==> src/rtl/sim_dump_pkg.sv <==
// Shared types and constants for the simulation dump scheduler.
// State encodings are visible on the st debug port, so keep them stable.
package sim_dump_pkg;

  localparam int DEF_CW  = 32;
  localparam int LEN_INF = 0;

  typedef enum logic [2:0] {
    ST_IDLE    = 3'd0,
    ST_WAIT_DL = 3'd1,
    ST_ARMED   = 3'd2,
    ST_ACTIVE  = 3'd3,
    ST_DONE    = 3'd4
  } state_e;

endpackage

==> src/rtl/sim_frame_tick.sv <==
// Frame boundary detector (vs falling edge) and saturating frame counter,
// with hold while downloading and a settle period after download ends.
module sim_frame_tick
  import sim_dump_pkg::*;
#(
  parameter int CW      = DEF_CW,
  parameter bit WAIT_DL = 1'b1,
  parameter int SETTLE  = 2
) (
  input  logic          clk,
  input  logic          rst,
  input  logic          vs,
  input  logic          downloading,
  output logic          tick,
  output logic          held,
  output logic [CW-1:0] frame_cnt,
  output logic [CW-1:0] cnt_next
);

  logic       vs_l;
  logic       dl_l;
  logic [3:0] settle;
  logic [3:0] settle_n;
  logic       dl_fall;

  assign tick    = vs_l & ~vs;
  assign dl_fall = dl_l & ~downloading;

  // dl_l covers the clear cycle itself, before settle has been loaded.
  assign held = WAIT_DL && (downloading || dl_l || (settle != 4'd0));

  // NOTE: every combinational output gets a default first so no latch is inferred.
  always_comb begin
    cnt_next = frame_cnt;
    settle_n = settle;
    if (WAIT_DL && dl_fall) begin
      cnt_next = '0;
      settle_n = 4'(SETTLE);
    end else if (tick) begin
      if (held) begin
        if (!downloading && (settle != 4'd0)) settle_n = settle - 4'd1;
      end else if (frame_cnt != '1) begin
        cnt_next = frame_cnt + 1'b1;
      end
    end
  end

  // NOTE: sequential state uses non-blocking assignments only.
  always_ff @(posedge clk) begin
    if (rst) begin
      vs_l      <= 1'b1;
      dl_l      <= 1'b0;
      settle    <= 4'd0;
      frame_cnt <= '0;
    end else begin
      vs_l      <= vs;
      dl_l      <= downloading;
      settle    <= settle_n;
      frame_cnt <= cnt_next;
    end
  end

endmodule

==> src/rtl/sim_dump_sched.sv <==
// Capture-window scheduler: arms on a frame number, opens a window for
// dump_len frames and emits registered dump_on/dump_off pulses.
module sim_dump_sched
  import sim_dump_pkg::*;
#(
  parameter int CW      = DEF_CW,
  parameter bit WAIT_DL = 1'b1,
  parameter int SETTLE  = 2
) (
  input  logic          clk,
  input  logic          rst,
  input  logic          vs,
  input  logic          downloading,
  input  logic          enable,
  input  logic [CW-1:0] dump_start,
  input  logic [CW-1:0] dump_len,
  output logic [CW-1:0] frame_cnt,
  output logic          dump_act,
  output logic          dump_on,
  output logic          dump_off,
  output logic [2:0]    st
);

  logic          tick;
  logic          held;
  logic [CW-1:0] cnt_next;

  state_e        state, state_n;
  logic [CW-1:0] win_cnt, win_n;
  logic          win_inf, inf_n;
  logic          on_n, off_n;
  logic          start_hit;

  sim_frame_tick #(
    .CW      (CW),
    .WAIT_DL (WAIT_DL),
    .SETTLE  (SETTLE)
  ) u_tick (
    .clk         (clk),
    .rst         (rst),
    .vs          (vs),
    .downloading (downloading),
    .tick        (tick),
    .held        (held),
    .frame_cnt   (frame_cnt),
    .cnt_next    (cnt_next)
  );

  // Compare the count that takes effect next cycle, or arm late on the current one.
  assign start_hit = (tick && (cnt_next >= dump_start)) || (frame_cnt >= dump_start);

  always_comb begin
    state_n = state;
    win_n   = win_cnt;
    inf_n   = win_inf;
    on_n    = 1'b0;
    off_n   = 1'b0;
    if (!enable) begin
      state_n = ST_IDLE;
      off_n   = (state == ST_ACTIVE);
    end else begin
      case (state)
        ST_IDLE:    state_n = held ? ST_WAIT_DL : ST_ARMED;
        ST_WAIT_DL: if (!held) state_n = ST_ARMED;
        ST_ARMED: begin
          if (held) begin
            state_n = ST_WAIT_DL;
          end else if (start_hit) begin
            state_n = ST_ACTIVE;
            on_n    = 1'b1;
            win_n   = dump_len;
            inf_n   = (dump_len == CW'(LEN_INF));
          end
        end
        ST_ACTIVE: begin
          if (held) begin
            state_n = ST_WAIT_DL;
            off_n   = 1'b1;
          end else if (tick && !win_inf) begin
            if (win_cnt <= CW'(1)) begin
              state_n = ST_DONE;
              off_n   = 1'b1;
            end else begin
              win_n = win_cnt - 1'b1;
            end
          end
        end
        ST_DONE:    state_n = ST_DONE;
        default:    state_n = ST_IDLE;
      endcase
    end
  end

  always_ff @(posedge clk) begin
    if (rst) begin
      state    <= ST_IDLE;
      win_cnt  <= '0;
      win_inf  <= 1'b0;
      dump_act <= 1'b0;
      dump_on  <= 1'b0;
      dump_off <= 1'b0;
    end else begin
      state    <= state_n;
      win_cnt  <= win_n;
      win_inf  <= inf_n;
      dump_act <= (state_n == ST_ACTIVE);
      dump_on  <= on_n;
      dump_off <= off_n;
    end
  end

  assign st = state;

endmodule
==> config.mk <==
export PLATFORM = sky130hd
export DESIGN_NAME = sim_dump_sched
export DESIGN_NICKNAME = d
export VERILOG_FILES = /design/src/rtl/sim_dump_pkg.sv /design/src/rtl/sim_frame_tick.sv /design/src/rtl/sim_dump_sched.sv
export SDC_FILE = /design/constraint.sdc
export NUM_CORES = 1
export LEC_CHECK = 0
export BUFFER_PORTS_ARGS = -buffer_cell sky130_fd_sc_hd__buf_2
export CAP_MARGIN = 10
export CORE_AREA = 3 3 162 117
export CTS_CLUSTER_DIAMETER = 200
export CTS_CLUSTER_SIZE = 12
export DETAILED_ROUTE_END_ITERATION = 16
export DIE_AREA = 0 0 165 120
export HOLD_SLACK_MARGIN = 0.06
export PLACE_DENSITY = 0.61
export SYNTH_ARGS = -nofsm -noshare
export SYNTH_HDL_FRONTEND = slang
export SYNTH_SLANG_ARGS = --single-unit
==> constraint.sdc <==
create_clock -name clk -period 5.4 [get_ports clk]
set_input_delay 0 -clock clk [delete_from_list [all_inputs] [get_ports clk]]
set_output_delay 0 -clock clk [all_outputs]
set_load 0.1 [all_outputs]
==> out/results.ini <==
[finish]
finalCoreUtilization = 0.4170
fillers = 1811
antenna_cells = 0
nets = 1048
stdcell_count = 1149
layout-drive-gt1-share = 0.1610
area_growth_syn_to_layout_pct = 21.11

[setup_path]
r2r-start = u_tick.settle[0]$_SDFFE_PP0P_
r2r_cells = 17
worst-path-max-fanout = 30
reg2reg_slack_ps = 610
path_class = register to register
critPathLaunchType = register
worstReg2RegEnd = win_cnt[0]$_SDFFE_PP0P_
endpoint_kind = register
worstPathRequired_ps = 5620
cp.arrival_ps = 5000

[timing]
hold_viol_final = 0
max_freq_mhz = 208.8
final.setup.tns_ps = 0
setup_violations = 0
slew_viol_final = 0
fin_crit_ps = 4788
whs_ps = 82.04
rsz0062_at_grt = no
skew_ps = 8.512
maxSlewHeadroom = 0.3601
worst_pin_slew_ps = 957.0
period_share = 0.8868

[floorplan]
rows = 41
die_area_um2 = 19800
initial_utilization = 0.3443
die_height_um = 120
core_area_um2 = 17700
ios = 107
die_x_um = 165

[yosys]
synth-seq-area-share = 0.2530
synthesis.nets = 933
async_flop_share = 0
syn_area_um2 = 6093
ys.flop_type = dfxtp_1
synth_area_leader_cell = dfxtp_1
synth_warnings = 0
synthTopCellsByArea = dfxtp_1, ha_1, nor2_1, a21oi_1, xor2_1
synth_common_cells = nor2_1, dfxtp_1, ha_1
synth-seq-cells = 77
postSynthCellCount = 795
synth_cell_type_count = 66
synth-edff-count = 0
synth_top_area_share = 0.2530
synth_area_per_cell_um2 = 7.665
synth_most_common_cell = nor2_1

[power]
finalPower_mw = 1.325
switching_share = 0.2662
cellLeakagePower_nw = 3.193
power_frac_clock = 0.436
combPwrFrac = 0.128
internal_power_mw = 0.9722
netSwitchingPower_mw = 0.3526
power_frac_seq = 0.436
power_density_nw_per_um2 = 179.5
ir_drop_uv = 117.0

[clock_tree]
clk_path_buf_depth = 2
clock-root-buffer = clkbuf_16
cts_tree = yes
cts_buffers = 9
htreeDepth = 3
clk_latency_ps = 350
cts_sinks = 77
clk_pin_slew_ps = 60

[grt]
grt_overflow = 0
grt_use_total = 0.2008
antenna_found_initial = 0
grt_start_max_net_pins = 60
grt_pass1_wl_um = 31940
grt_pass1_vias = 5995

[drt]
wirelength_um = 19560
ant_nets = 0
routedWlPerCell_um = 17.03
drt_iter0_markers = 708
dr.pass1.iters = 5
vias_per_cell = 5.542
vias = 6368
route.detailed.drc = 0

[hold_path]
worstHoldPathType = input pin to register
min_path_cells = 3
min_to = win_cnt[0]$_SDFFE_PP0P_
min_from = dump_len[0]

[flow_run]
max-cap-violations = 0

[place]
portBuffers = 106
place.gp.congestion = 0.8503
placed_cells = 1104
dp_hpwl_um = 14250

[status]
status = completed

## state kept, by name, indices dropped and copies added, names as in the netlist
name,count
u_tick.dl_l,1
dump_on,1
u_tick.frame_cnt,32
u_tick.settle,4
dump_off,1
u_tick.vs_l,1
st,3
win_inf,1
dump_act,1
win_cnt,32
## routing by layer
metal	vias up	track usage	routed length (um)
met5	-	0	0
met4	0	0.05395	410
met3	31	0.04417	1472
met2	252	0.2753	8010
met1	2922	0.3102	9668
li1	3163	-	-
## critical path, stage by stage, from the launching register on
cell	delay, ps
dfxtp_1	310
inv_1	110
ha_1	160
nor3b_2	270
nand3_1	270
nor4b_2	720
nand4_1	190
xor2_1	200
nor2_1	70
ha_1	310
nand2_1	150
o21ai_0	130
nand2_1	80
o2111ai_1	270
o31ai_1	690
a211o_1	220
buf_4	340
o22ai_1	150
## cells in the final DEF, fill, tap and decap left out, types with 6 or more instances in the layout
cell,n
dfxtp_1,77
nand2_1,53
a21oi_1,53
nor3_1,25
nand2b_1,8
nand3_1,19
nand4_1,36
inv_1,41
and2_1,9
or3_1,7
ha_1,69
a31oi_1,6
a22oi_1,10
nor2b_1,10
a211oi_1,7
o2111ai_1,18
o21ai_1,28
and4_1,8
o21ai_0,22
xor2_1,26
and3_1,7
nor4_1,26
nor2_1,115
clkbuf_16,9
buf_2,106
dlygate4sd3_1,31
o22ai_1,8
xnor2_1,8
## final cells by class
class,instances,area (um2),area share
multi-input combinational,639,4248,0.5756
sequential,77,1541,0.2089
timing repair buffer,141,870.8,0.1180
tap,236,295.3,0.04001
clock buffer,12,256.5,0.03476
inverter,42,157.7,0.02136
clock inverter,2,10.01,0.001356
## worst max-delay path by stage
stage                                     from  cells after the start                       to  slack (ps)
2_1_floorplan  u_tick.frame_cnt[21]$_SDFF_PP0_                     16  win_cnt[0]$_SDFFE_PP0P_         760
3_3_place_gp     u_tick.settle[0]$_SDFFE_PP0P_                     17  win_cnt[0]$_SDFFE_PP0P_         730
3_5_place_dp     u_tick.settle[0]$_SDFFE_PP0P_                     17  win_cnt[0]$_SDFFE_PP0P_         490
4_1_cts          u_tick.settle[0]$_SDFFE_PP0P_                     17  win_cnt[0]$_SDFFE_PP0P_         480
5_1_grt          u_tick.settle[0]$_SDFFE_PP0P_                     17  win_cnt[0]$_SDFFE_PP0P_         170
6_report         u_tick.settle[0]$_SDFFE_PP0P_                     17  win_cnt[0]$_SDFFE_PP0P_         610
## cell families after synthesis
group	after synthesis	share of synthesized area
flops	77	0.2530
simple gates	350	0.2998
xor+xnor	34	0.04887
fa+ha+maj	69	0.1417
mux	4	0.008624
buf+inv	79	0.05195
compound gates	182	0.1961
## metrics by stage
step                      worst slack, ps  cell area [um2]
after detailed placement            488.8             6798
after CTS                           476.6             7375
final                               611.5             7380
after global placement              733.5             6798
after floorplan                     764.0             6093
after global routing                172.1             7380
## power by group through the flow
stage	logic (mW)	clock network (mW)	registers, mW
6_report	0.169	0.578	0.578
5_1_grt	0.187	0.613	0.578
4_1_cts	0.167	0.592	0.577
3_5_place_dp	0.149	0	0.590
3_3_place_gp	0.148	0	0.590
2_1_floorplan	0.0823	0	0.598
## what timing repair did
action                                 in CTS  in global routing
setup buffers                               0                  0
gates resized for setup                     0                  1
hold buffers                               31                  0
endpoints found under the hold margin      36                  0
setup endpoints to repair                   0                  1
Note: power is estimated with default switching activity, not from simulation.
